## src/rtl/fall_ctl_pkg.sv

```systemverilog
// Shared types and helpers for the gravity-drop controller (fall_ctl).
package fall_ctl_pkg;

  typedef enum logic [1:0] {
    IDLE   = 2'd0,
    FALL   = 2'd1,
    BOUNCE = 2'd2,
    LANDED = 2'd3
  } state_e;

  // Landing line: the sprite's top edge when its bottom touches the floor.
  function automatic int floor_lim(input int floor_y, input int img_h);
    return floor_y - img_h;
  endfunction

  // Signed add clamped to the range of a w-bit two's-complement value.
  function automatic logic signed [31:0] sat_add(input logic signed [31:0] a,
                                                 input logic signed [31:0] b,
                                                 input int w);
    logic signed [32:0] s;
    logic signed [32:0] hi;
    logic signed [32:0] lo;
    s  = 33'(a) + 33'(b);
    hi = (33'sd1 <<< (w - 1)) - 33'sd1;
    lo = -(33'sd1 <<< (w - 1));
    if (s > hi) return hi[31:0];
    if (s < lo) return lo[31:0];
    return s[31:0];
  endfunction

endpackage

```

## src/rtl/fall_ctl_tick_gen.sv

```systemverilog
// Physics tick generator: one-cycle pulse every TICK_CYCLES clocks, restarted by clr.
module tick_gen #(
  parameter int TICK_CYCLES = 100000
) (
  input  logic clk,
  input  logic rst,
  input  logic clr,
  output logic tick
);

  localparam int CW = ($clog2(TICK_CYCLES) > 0) ? $clog2(TICK_CYCLES) : 1;
  localparam logic [CW-1:0] LAST = CW'(TICK_CYCLES - 1);

  logic [CW-1:0] cnt_q;
  logic [CW-1:0] cnt_d;

  assign tick = !clr && (cnt_q == LAST);

  always_comb begin
    cnt_d = cnt_q + 1'b1;
    if (clr || (cnt_q == LAST)) cnt_d = '0;
  end

  always_ff @(posedge clk) begin
    if (rst) cnt_q <= '0;
    else     cnt_q <= cnt_d;
  end

endmodule

```

## src/rtl/fall_ctl.sv

```systemverilog
// Gravity-drop controller: latches a launch point and integrates fixed-point gravity per tick.
// Optional bounce behaviour is enabled by defining FALL_CTL_BOUNCE_EN.
module fall_ctl
  import fall_ctl_pkg::*;
#(
  parameter int XW          = 12,
  parameter int YW          = 12,
  parameter int FLOOR_Y     = 600,
  parameter int IMG_H       = 64,
  parameter int TICK_CYCLES = 100000,
  parameter int FRAC        = 4,
  parameter int VW          = 16,
  parameter int GRAVITY     = 16,
  parameter int VMAX        = 1024
) (
  input  logic          clk,
  input  logic          rst,
  input  logic          start,
  input  logic          abort,
  input  logic [XW-1:0] start_x,
  input  logic [YW-1:0] start_y,
  output logic [XW-1:0] xpos,
  output logic [YW-1:0] ypos,
  output logic          busy,
  output logic          finish
);

  localparam int AW = YW + FRAC + 1;
  // One spare bit above the wider operand keeps the signed sum exact.
  localparam int SW = ((VW > AW) ? VW : AW) + 1;
  localparam int FLOOR_LIM = floor_lim(FLOOR_Y, IMG_H);
  localparam logic [YW-1:0] FLIM_Y = YW'(FLOOR_LIM);
  localparam logic [AW-1:0] FLOOR_ACC = {1'b0, FLIM_Y, {FRAC{1'b0}}};
  localparam logic signed [VW-1:0] VMAX_V = VW'(VMAX);

  state_e                state_q, state_d;
  logic [XW-1:0]         xpos_q, xpos_d;
  logic [YW-1:0]         ypos_q, ypos_d;
  logic signed [VW-1:0]  vel_q, vel_d;
  logic [AW-1:0]         yacc_q, yacc_d;
  logic                  finish_q, finish_d;
  logic                  launch;
  logic                  tick;
  logic                  tick_clr;

  logic signed [VW-1:0]  vel_sum;
  logic signed [VW-1:0]  vel_n;
  logic signed [SW-1:0]  y_sum;
  logic [SW-1:0]         y_sat;
  logic [SW-1:0]         y_px;
  logic                  contact;

  assign tick_clr = !((state_q == FALL) || (state_q == BOUNCE));

  tick_gen #(.TICK_CYCLES(TICK_CYCLES)) u_tick (
    .clk  (clk),
    .rst  (rst),
    .clr  (tick_clr),
    .tick (tick)
  );

  assign vel_sum = VW'(sat_add(32'(vel_q), 32'(GRAVITY), VW));
  assign vel_n   = (vel_sum > VMAX_V) ? VMAX_V : vel_sum;
  assign y_sum   = $signed({{(SW - AW){1'b0}}, yacc_q}) + SW'(vel_n);
  // Upward overshoot past the top of the screen pins the accumulator at zero.
  assign y_sat   = y_sum[SW-1] ? '0 : y_sum;
  assign y_px    = y_sat >> FRAC;
  assign contact = (y_px >= SW'(FLOOR_LIM));

`ifdef FALL_CTL_BOUNCE_EN
  localparam logic signed [VW-1:0] GRAV_V = VW'(GRAVITY);
  logic signed [VW-1:0] vel_abs;
  assign vel_abs = vel_n[VW-1] ? -vel_n : vel_n;
`endif

  always_comb begin
    state_d  = state_q;
    xpos_d   = xpos_q;
    ypos_d   = ypos_q;
    vel_d    = vel_q;
    yacc_d   = yacc_q;
    finish_d = 1'b0;
    launch   = 1'b0;
    case (state_q)
      IDLE: begin
        xpos_d = start_x;
        ypos_d = start_y;
        launch = start && !abort;
      end
`ifdef FALL_CTL_BOUNCE_EN
      FALL, BOUNCE: begin
`else
      FALL: begin
`endif
        if (abort) begin
          state_d = IDLE;
        end else if (tick) begin
          vel_d  = vel_n;
          yacc_d = y_sat[AW-1:0];
          ypos_d = y_px[YW-1:0];
          if (contact) begin
            ypos_d = FLIM_Y;
            yacc_d = FLOOR_ACC;
`ifdef FALL_CTL_BOUNCE_EN
            if ((state_q == BOUNCE) && (vel_abs < GRAV_V)) begin
              vel_d    = '0;
              state_d  = LANDED;
              finish_d = 1'b1;
            end else begin
              vel_d   = -(vel_n >>> 1);
              state_d = BOUNCE;
            end
`else
            vel_d    = '0;
            state_d  = LANDED;
            finish_d = 1'b1;
`endif
          end
        end
      end
      LANDED: begin
        if (abort) state_d = IDLE;
        else       launch  = start;
      end
      default: state_d = IDLE;
    endcase

    if (launch) begin
      xpos_d = start_x;
      vel_d  = '0;
      if (start_y >= FLIM_Y) begin
        ypos_d   = FLIM_Y;
        yacc_d   = FLOOR_ACC;
        state_d  = LANDED;
        finish_d = 1'b1;
      end else begin
        ypos_d  = start_y;
        yacc_d  = {1'b0, start_y, {FRAC{1'b0}}};
        state_d = FALL;
      end
    end
  end

  always_ff @(posedge clk) begin
    if (rst) begin
      state_q  <= IDLE;
      xpos_q   <= '0;
      ypos_q   <= '0;
      vel_q    <= '0;
      yacc_q   <= '0;
      finish_q <= 1'b0;
    end else begin
      state_q  <= state_d;
      xpos_q   <= xpos_d;
      ypos_q   <= ypos_d;
      vel_q    <= vel_d;
      yacc_q   <= yacc_d;
      finish_q <= finish_d;
    end
  end

  assign xpos   = xpos_q;
  assign ypos   = ypos_q;
  assign busy   = (state_q == FALL) || (state_q == BOUNCE);
  assign finish = finish_q;

endmodule

```

## config.mk

```make
export PLATFORM = sky130hd
export DESIGN_NAME = fall_ctl
export DESIGN_NICKNAME = d
export VERILOG_FILES = /design/src/rtl/fall_ctl_pkg.sv /design/src/rtl/fall_ctl_tick_gen.sv /design/src/rtl/fall_ctl.sv
export SDC_FILE = /design/constraint.sdc
export NUM_CORES = 1
export LEC_CHECK = 0
export ABC_AREA = 1
export BUFFER_PORTS_ARGS = -buffer_cell sky130_fd_sc_hd__buf_2
export CORE_AREA = 3 3 112 114
export CTS_CLUSTER_SIZE = 10
export DETAILED_ROUTE_END_ITERATION = 10
export DIE_AREA = 0 0 115 117
export PLACE_DENSITY_LB_ADDON = 0.1
export SYNTH_ARGS = -nofsm -noshare
export SYNTH_HDL_FRONTEND = slang
export SYNTH_SLANG_ARGS = --single-unit
```

## constraint.sdc

```tcl
create_clock -name clk -period 4.6 [get_ports clk]
set_input_delay 0.69 -clock clk [delete_from_list [all_inputs] [get_ports clk]]
set_output_delay 0.69 -clock clk [all_outputs]
set_load 0.02 [all_outputs]
```

==> results of run 1 <==
==> layer usage <==
metal	up-vias	wire length (um)	global-route usage [%]
met5	-	0	0
met4	0	273	7.43
met3	20	551	3.96
met2	118	6530	33.3
met1	2475	7210	30.9
li1	2784	-	-
==> logic make-up after synthesis <==
kind of cell,after synthesis,synth area share [%]
adders and majority gates,24,5.95
DFF,77,29.8
buffers and inverters,131,10.0
xor gates and xnor gates,12,2.03
and+or+nand+nor,431,37.0
AOI/OAI and AO/OA,150,15.2
==> report_power, final <==
| part | switching [mW] | leakage (nW) | internal, mW | total [mW] |
|---|---|---|---|---|
| Clock | 0.315 | 0.135 | 0.374 | 0.689 |
| Combinational | 0.225 | 2.14 | 0.107 | 0.332 |
| Sequential | 0.0255 | 0.630 | 0.708 | 0.733 |
==> final cells by class <==
type | instances | area share, %
multi-input combinational | 618 | 53.5
sequential | 77 | 26.2
clock buffer | 9 | 3.81
inverter | 111 | 7.22
tap | 143 | 3.03
timing repair buffer | 58 | 5.25
clock inverter | 7 | 1.02
==> critical path, delay by kind of cell (launching register included) <==
kind | cells | cell delay (ps)
AOI/OAI and AO/OA | 1 | 230
adders and majority gates | 1 | 380
buffers and inverters | 6 | 550
DFF | 1 | 450
and+or+nand+nor | 22 | 2540
==> Yosys cell counts (all sizes together) <==
library cell	instances	area, um2
nor3	10	55.1
nand3	59	345
or2	5	31.3
nor2	105	422
o21bai	1	7.51
clkinv	1	3.75
buf	6	46.3
dfxtp	77	1540
a21o	1	7.51
o21ai	72	368
a31oi	3	18.8
clkbuf	14	52.6
ha	23	288
o22ai	8	50.1
nand4	15	100
nand2	228	893
fa	1	20.0
xor2	11	96.3
xnor2	1	8.76
a211oi	2	15.0
and3	2	12.5
a21oi	62	310
nor4	2	18.8
o211ai	1	7.51
nand3b	4	30.0
inv	110	415
nor3b	1	7.51
==> state kept, by name, indices dropped and copies added (netlist names) <==
signal,flops
vel_q,16
state_q,2
yacc_q,17
ypos,12
xpos,12
u_tick.cnt_q,17
finish,1
==> final timing paths <==
kind | endpoint | slack (ps) | cells after the start
worst max-delay path | vel_q[5]$_SDFFE_PP0P_ | 350 | 30
worst min-delay path | yacc_q[14]$_SDFFE_PP0P_ | 450 | 2
worst min register to register | yacc_q[14]$_SDFFE_PP0P_ | 450 | 2
worst max register to register | vel_q[5]$_SDFFE_PP0P_ | 350 | 30
==> metrics by stage <==
stage,hold slack (ps),instance area [um2]
finish,449,5910
global route,460,5910
CTS,449,5830
detailed placement,438,5530
global placement,430,5530
floorplan,418,5170
==> timing repair <==
| action | 4_1_cts | 5_1_grt |
|---|---|---|
| hold endpoints to repair | 0 | 0 |
| gates resized for setup | 1 | 21 |
| buffers inserted | 0 | 3 |
| endpoints found under the setup margin | 1 | 43 |
| pin swaps | 0 | 2 |
| gates cloned | 0 | 1 |
==> run summary, run 1 <==
Slowest-stage cell, CP: dfxtp_1
Input/output buffers: 53
Kind of critical path: reg -> reg
Crit end category: flop
Final WL: 14600 um
Clock root buffer: clkbuf_16
Maximum root-to-sink buffer count: 2
Post-Syn Area: 0.00517 mm2
Synth-to-Final Area Change: 14.2%
Die H: 117 um
Cts bufs inserted: 9
Maximum VDD drop: 0.000259 V
Fin. Hold Viols: 0
Final setup violation count: 0
Setup TNS: 0 ps
Placed cell count: 1003
Post-Syn Nets: 877
DRT iter0 DRCs: 356
CTS tree: done
Power per Cell Area: 297 mW/mm2
Clk_lat worst skew: 340 ps
Startpoint Class: flop
Vias post-DR: 5397
Most frequent cell on the critical path: nand2_1
Via density: 5.28
Non-Filler Instances: 1023
Slew Limit Fails: 0
Yosys reg bits: 77
Multi-input logic area: 0.00316 mm2
Die area: 0.0135 mm2
Io pins: 54
Worst Slack Setup Final: 354 ps
Max Cap Violations: 0
Finished Core Util: 51.3%
Worst-path fanout max: 17
FP Rows: 39
GRT overflow: 0
Commonest non-fill, non-tap cells in the layout: 218 x nand2_1, 103 x inv_1, 96 x nor2_1, 74 x dfxtp_1, 66 x o21ai_0
Largest net degree at the start of global routing: 30
Post-Syn Instances: 825
Average cell area after synthesis: 6.27 um2
Sink Count: 77
CTS Hold Buffers Added: 0
Ant diodes: 0
First-pass GRT wire length: 23500 um
Sequential fraction of the synthesis area: 29.8%
Max Clock Freq: 236 MHz
Critical path's largest stage delay: 450 ps
Drt pass-1 iters: 5
Tot GR Track Use: 21.7%
Leading cell type in the layout, fill and taps excluded: nand2_1
Overall power: 1.75 mW
Placed wire-length estimate: 11300 um
Core Area: 0.0115 mm2
Clock skew: 7.76 ps
Layout cell share with drive strength beyond 1: 14.2%
Tightest Pin Transition: 837 ps
CTS clk-pin slew, worst paths: 60 ps
Register area: 0.00155 mm2
Worst endpoint required time: 4850 ps
Nets: 927
Hold/Removal Path Class: reg -> reg
Die Wd: 115 um
Residual DRC: 0
Status: finished clean
Antenna violations before repair: 0
Filler instances: 1178
CTS H-tree lvls: 3
Vias in the first global route: 4900
Hold path start: yacc_q[14]$_SDFFE_PP0P_
Synth warnings: 0
Fin crit share: 92.3%
CP arrival: 4500 ps
Initial Util: 44.9%
Setup crit start: vel_q[7]$_SDFFE_PP0P_
Distinct cells, synth: 42
Minimum clock period: 4250 ps
Wire length per cell: 14.2 um
R2r startpoint: vel_q[7]$_SDFFE_PP0P_
Rel. slew slack: 44.2%
RD Place Congestion: 0.935
Leak: 2.91 nW
Antenna Nets Post-Route: 0
Pre-CTS WS: -8.32 ps
Power figures use the tool's default switching activity.
==> run 2, diff against run 1 <==
--- a/config.mk
+++ b/config.mk
@@ -5,12 +5,11 @@
 export SDC_FILE = /design/constraint.sdc
 export NUM_CORES = 1
 export LEC_CHECK = 0
-export ABC_AREA = 1
 export BUFFER_PORTS_ARGS = -buffer_cell sky130_fd_sc_hd__buf_2
-export CORE_AREA = 3 3 112 114
+export CORE_AREA = 3 3 108 110
 export CTS_CLUSTER_SIZE = 10
 export DETAILED_ROUTE_END_ITERATION = 10
-export DIE_AREA = 0 0 115 117
+export DIE_AREA = 0 0 111 113
 export PLACE_DENSITY_LB_ADDON = 0.1
 export SYNTH_ARGS = -nofsm -noshare
 export SYNTH_HDL_FRONTEND = slang
==> run summary, run 2 <==
Slew Limit Fails: 0
Post-synth EDFFs: 0
Power per Cell Area: 257 mW/mm2
Leak: 2.70 nW
Final setup violation count: 32
Sequential share of power: 42.5%
Wire length per cell: 15.8 um
Psw: 0.540 mW
Synth top area share: 32.0%
Rel. slew slack: 22.0%
Vias in the first global route: 5130
Worst endpoint required time: 4850 ps
Fin crit share: 104%
R2r startpoint: vel_q[4]$_SDFFE_PP0P_
Area leader, netlist: dfxtp_1
Input/output buffers: 53
Synth warnings: 0
Fin. Hold Viols: 0
Die Wd: 111 um
Antenna violations before repair: 0
Sw Ratio: 31.3%
Core Area: 0.0108 mm2
Nets: 825
Placed wire-length estimate: 10800 um
FP Rows: 38
Global routing met2 resource utilization: 40.9%
Hold/Removal Path Class: reg -> reg
CTS tree: done
Clock root buffer: clkbuf_8
Clock skew: 5.39 ps
Biggest registers after layout: u_tick.cnt_q x17, yacc_q x17, vel_q x16
Met3 usage: 3.37%
Dpl cell area: 0.00599 mm2
Minimum clock period: 4800 ps
Most frequent cells after synthesis: 82 x nand2_1, 77 x dfxtp_1, 55 x nor2_1, 54 x a21oi_1, 31 x o21ai_0
DRT iter0 DRCs: 283
Largest net degree at the start of global routing: 39
Maximum VDD drop: 0.000202 V
Max Clock Freq: 209 MHz
Clk_lat worst skew: 360 ps
Drt pass-1 iters: 5
Tot GR Track Use: 23.1%
Layout cell share with drive strength beyond 1: 33.4%
CTS H-tree lvls: 3
CP arrival: 5040 ps
Ant diodes: 0
Sink Count: 77
Sequential fraction of the synthesis area: 32.0%
Hold path start: xpos[4]$_SDFFE_PP0P_
Post-Syn Instances: 626
RD Place Congestion: 0.967
Synth Flop Type: dfxtp_1
Worst-path fanout max: 7
Initial Util: 44.6%
Synth-to-Final Area Change: 39.7%
Overall power: 1.73 mW
Worst Slack Setup Final: -195 ps
Filler instances: 931
Finished Core Util: 62.3%
Violated checks: negative setup slack
Comb pwr share: 24.7%
RSZ-0062 raised after global routing: yes
Average cell area after synthesis: 7.69 um2
Placed cell count: 889
Setup crit start: vel_q[4]$_SDFFE_PP0P_
Startpoint Class: flop
First-pass GRT wire length: 24000 um
Hold_ws: 453 ps
Distinct cells, synth: 68
Final Cell Area: 0.00672 mm2
Post-Syn Nets: 678
GRT overflow: 0
Post-Syn Area: 0.00481 mm2
Final WL: 14500 um
Top-count cell post-synth: nand2_1
Kind of critical path: reg -> reg
CTS clk-pin slew, worst paths: 80 ps
Maximum root-to-sink buffer count: 2
Antenna Nets Post-Route: 0
Via density: 5.62
Io pins: 54
Die area: 0.0125 mm2
Status: complete, but fails checks
Crit end category: flop
Commonest non-fill, non-tap cells in the layout: 98 x buf_4, 80 x nand2_1, 73 x dfxtp_1, 54 x nor2_1, 53 x buf_2
Residual DRC: 0
Clock power share: 32.9%
Asr flop ratio synth: 0%
Most Used Layer, Global Route: met2
Pre-CTS WS: -451 ps
Yosys reg bits: 77
Int Pwr: 1.19 mW
GR Util met1: 28.8%
Die H: 113 um
Non-Filler Instances: 918
Leading cell type in the layout, fill and taps excluded: buf_4
Max Cap Violations: 0
Setup TNS: -3660 ps
Cts bufs inserted: 9
Synth area leaders: dfxtp_1 32%, nand2_1 6.4%, ha_1 6.0%
Vias post-DR: 5162
Tightest Pin Transition: 1170 ps
==> run 2: changes by cell type in the layout (fill, tap and decap cells not counted), sizes merged, moves of 12 or more <==
cell	change
and2	+12
xnor2	+19
inv	-89
nand3	-29
buf	+108
nand2	-147
nor2	-50
o21ai	-30
or3	+13
==> run 2: worst paths after layout <==
path	to	slack (ps)	depth (start not counted)
hold / removal	xpos[4]$_SDFFE_PP0P_	450	2
hold reg to reg	xpos[4]$_SDFFE_PP0P_	450	2
setup / recovery	state_q[1]$_SDFFE_PP0P_	-200	19
setup reg to reg	state_q[1]$_SDFFE_PP0P_	-200	19
==> run 2: critical path: stages, from the launching register on <==
cell and delay [ps]:
dfxtp_4 400, ha_4 180, nand3_4 80, xnor2_2 150
nand4_1 80, or4_1 480, o41a_1 410, buf_6 200
a21oi_4 160, buf_4 140, ha_4 150, nand4_1 170
a2111oi_2 260, a22o_1 240, mux2_4 310, or4b_4 510
o211ai_4 250, buf_12 150, a21oi_4 50, mux2_4 300
==> run 2: kinds of logic after synthesis <==
family | share of synthesized area, %
flops | 32.0
fa+ha+maj | 6.40
buf+inv | 4.37
mux | 1.38
compound gates | 24.4
simple gates | 25.6
xor+xnor | 5.82
==> run 2: area by class of cell <==
| type | count | area [um2] | area share [%] |
|---|---|---|---|
| Multi-Input combinational cell | 496 | 3500 | 52.1 |
| Sequential cell | 77 | 1550 | 23.1 |
| Timing Repair Buffer | 166 | 1190 | 17.7 |
| Tap cell | 140 | 175 | 2.61 |
| Clock buffer | 10 | 128 | 1.90 |
| Clock inverter | 6 | 87.6 | 1.30 |
| Inverter | 23 | 86.3 | 1.28 |
==> run 2: repair_timing <==
item,4_1_cts,5_1_grt
setup endpoints to repair,41,43
hold buffers,0,0
buffers inserted,12,2
cloned,1,0
pin swaps,64,22
resized for setup,57,26
==> run 2: power by group through the flow <==
| stage | sequential [mW] | clock, mW | combinational (mW) |
|---|---|---|---|
| 3_3_place_gp | 0.746 | 0 | 0.375 |
| 6_report | 0.733 | 0.567 | 0.426 |
| 2_1_floorplan | 0.777 | 0 | 0.211 |
| 3_5_place_dp | 0.746 | 0 | 0.378 |
| 5_1_grt | 0.739 | 0.604 | 0.465 |
| 4_1_cts | 0.733 | 0.579 | 0.409 |
==> run 2: routing by layer <==
metal  part of all wire, %  up-vias  routed length (um)
met1                    44     2446                6460
met2                    49      115                7180
li1                      -     2576                   -
met5                     0        -                   0
met3                   4.2       25                 611
met4                   1.9        0                 274
==> run 3, diff against run 2 <==
==> constraint.sdc (replaced) <==
create_clock -name clk -period 4.4 [get_ports clk]
set_input_delay 0.66 -clock clk [delete_from_list [all_inputs] [get_ports clk]]
set_output_delay 0.66 -clock clk [all_outputs]
set_load 0.02 [all_outputs]
==> run summary, run 3 (same netlist as run 2, synthesis figures left out) <==
Register area: 0.00156 mm2
Leading cell type in the layout, fill and taps excluded: buf_4
R2r startpoint: vel_q[4]$_SDFFE_PP0P_
Final WL: 15400 um
Worst endpoint required time: 4670 ps
Initial Util: 44.6%
Status: complete, but fails checks
Sink Count: 77
Finished Core Util: 64.2%
Placed wire-length estimate: 11200 um
Worst Slack Setup Final: -321 ps
Nets: 845
Io pins: 54
Wire length per cell: 16.4 um
Synth-to-Final Area Change: 44.1%
RR Endpoint: state_q[1]$_SDFFE_PP0P_
Drt pass-1 iters: 5
Fin crit share: 107%
Critical path's largest stage delay: 500 ps
Hold path start: u_tick.cnt_q[0]$_SDFF_PP0_
CP arrival: 4990 ps
Core Area: 0.0108 mm2
Ant diodes: 0
Vias post-DR: 5341
Maximum root-to-sink buffer count: 2
CTS tree: done
Setup TNS: -7840 ps
Cts bufs inserted: 9
First-pass GRT wire length: 24900 um
Maximum VDD drop: 0.000228 V
Clock skew: 10.8 ps
RSZ-0062 raised after global routing: yes
CTS H-tree lvls: 3
Die H: 113 um
Die area: 0.0125 mm2
R2R depth: 21
Antenna Nets Post-Route: 0
Rel. slew slack: 32.0%
Input/output buffers: 53
Via density: 5.69
Multi-input logic area: 0.00357 mm2
Hold path depth: 1
Hold/Removal Path Class: reg -> reg
Power per Cell Area: 257 mW/mm2
Minimum clock period: 4720 ps
Vias in the first global route: 5252
Residual DRC: 0
Crit end category: flop
Fin. Hold Viols: 0
Kind of critical path: reg -> reg
Layout cell share with drive strength beyond 1: 36.5%
Slew Limit Fails: 0
Clk_lat worst skew: 370 ps
CTS clk-pin slew, worst paths: 80 ps
Startpoint Class: flop
GRT overflow: 0
Pre-CTS WS: -583 ps
Most frequent cell on the critical path: buf_4
Largest net degree at the start of global routing: 39
DRT iter0 DRCs: 396
Worst hold path endpoint: u_tick.cnt_q[0]$_SDFF_PP0_
Register-to-register path setup slack: -320 ps
Commonest non-fill, non-tap cells in the layout: 114 x buf_4, 80 x nand2_1, 72 x dfxtp_1, 53 x nor2_1, 53 x buf_2
Tot GR Track Use: 24.2%
FP Rows: 38
Tightest Pin Transition: 1010 ps
Antenna violations before repair: 0
Final setup violation count: 43
Biggest registers after layout: u_tick.cnt_q x17, yacc_q x17, vel_q x16
Crit path cell chain: ha_4 -> nand3_4 -> xnor2_2 -> nand4_1 -> or4_1 -> o41a_1 -> buf_4 -> buf_4 -> a31oi_4 -> ha_4 -> buf_4 -> nand2_1 -> buf_4 -> nor2_1 -> o221ai_2 -> mux2_4 -> or4b_4 -> o211ai_4 -> buf_6 -> a21oi_2 -> mux2_4
RD Place Congestion: 0.935
Filler instances: 912
Max Clock Freq: 212 MHz
Slowest-stage cell, CP: or4b_4
Leak: 2.80 nW
Max Cap Violations: 0
Worst-path fanout max: 7
Die Wd: 111 um
Violated checks: negative setup slack
Clock root buffer: clkbuf_8
## run 3: cell count changes in the layout (fill, tap and decap cells not counted), sizes merged
| cell | before | now |
|---|---|---|
| buf | 166 | 186 |
| clkbuf | 10 | 9 |
| inv | 23 | 24 |
| bufinv | 2 | 1 |
| clkinv | 4 | 5 |
## run 3: what timing repair did
item                                    4_1_cts  5_1_grt
gates resized for setup                      78       27
buffers inserted                             18        8
endpoints found under the hold margin         0        0
pin swaps                                    52       26
hold buffers                                  0        0
gates cloned                                  1        0
endpoints found under the setup margin       43       43
## run 3: power by group
| group | leakage [nW] | internal [mW] | total (mW) | switching (mW) |
|---|---|---|---|---|
| registers | 0.632 | 0.738 | 0.767 | 0.0290 |
| clock network | 0.104 | 0.265 | 0.548 | 0.283 |
| logic | 2.07 | 0.193 | 0.467 | 0.274 |
## run 3: per-layer routing
layer | share of wire [%] | GRT usage (%) | up-vias | wire (um)
li1 | - | - | 2615 | -
met1 | 45 | 30.0 | 2562 | 6910
met2 | 49 | 41.3 | 136 | 7450
met3 | 4.8 | 4.71 | 28 | 738
met4 | 1.7 | 9.69 | 0 | 255
met5 | 0 | 0 | - | 0
## run 3: worst max-delay path by stage
stage	start	end	cells past startpoint	slack, ps
2_1_floorplan	vel_q[4]$_SDFFE_PP0P_	state_q[1]$_SDFFE_PP0P_	19	-240
3_3_place_gp	vel_q[4]$_SDFFE_PP0P_	vel_q[13]$_SDFFE_PP0P_	16	-510
3_5_place_dp	vel_q[4]$_SDFFE_PP0P_	vel_q[2]$_SDFFE_PP0P_	18	-580
4_1_cts	vel_q[4]$_SDFFE_PP0P_	state_q[1]$_SDFFE_PP0P_	19	-270
5_1_grt	vel_q[4]$_SDFFE_PP0P_	ypos[4]$_SDFFE_PP0P_	20	-470
6_report	vel_q[4]$_SDFFE_PP0P_	state_q[1]$_SDFFE_PP0P_	21	-320
## run 3: through the flow
stage / instances / cell area (um2) / total power, mW / hold WS [ps]
after floorplan: 626 / 4950 / 1.03 / 418
after global placement: 896 / 6040 / 1.17 / 432
after detailed placement: 896 / 6040 / 1.18 / 441
after CTS: 930 / 6750 / 1.78 / 457
after global routing: 938 / 6930 / 1.88 / 482
final: 938 / 6930 / 1.78 / 452
## run 3: cell type report
class / instances / area share [%]
Multi-Input combinational cell: 496 / 51.5
Timing Repair Buffer: 186 / 19.4
Clock inverter: 7 / 1.08
Clock buffer: 9 / 1.79
Inverter: 23 / 1.25
Sequential cell: 77 / 22.4
Tap cell: 140 / 2.53
## run 3: critical path, delay by kind of cell (launching register included)
| family | cells | cell delay [ps] |
|---|---|---|
| flops | 1 | 400 |
| simple gates | 6 | 1370 |
| buf+inv | 5 | 750 |
| compound gates | 5 | 1040 |
| mux | 2 | 590 |
| fa+ha+maj | 2 | 310 |
| xor+xnor | 1 | 160 |
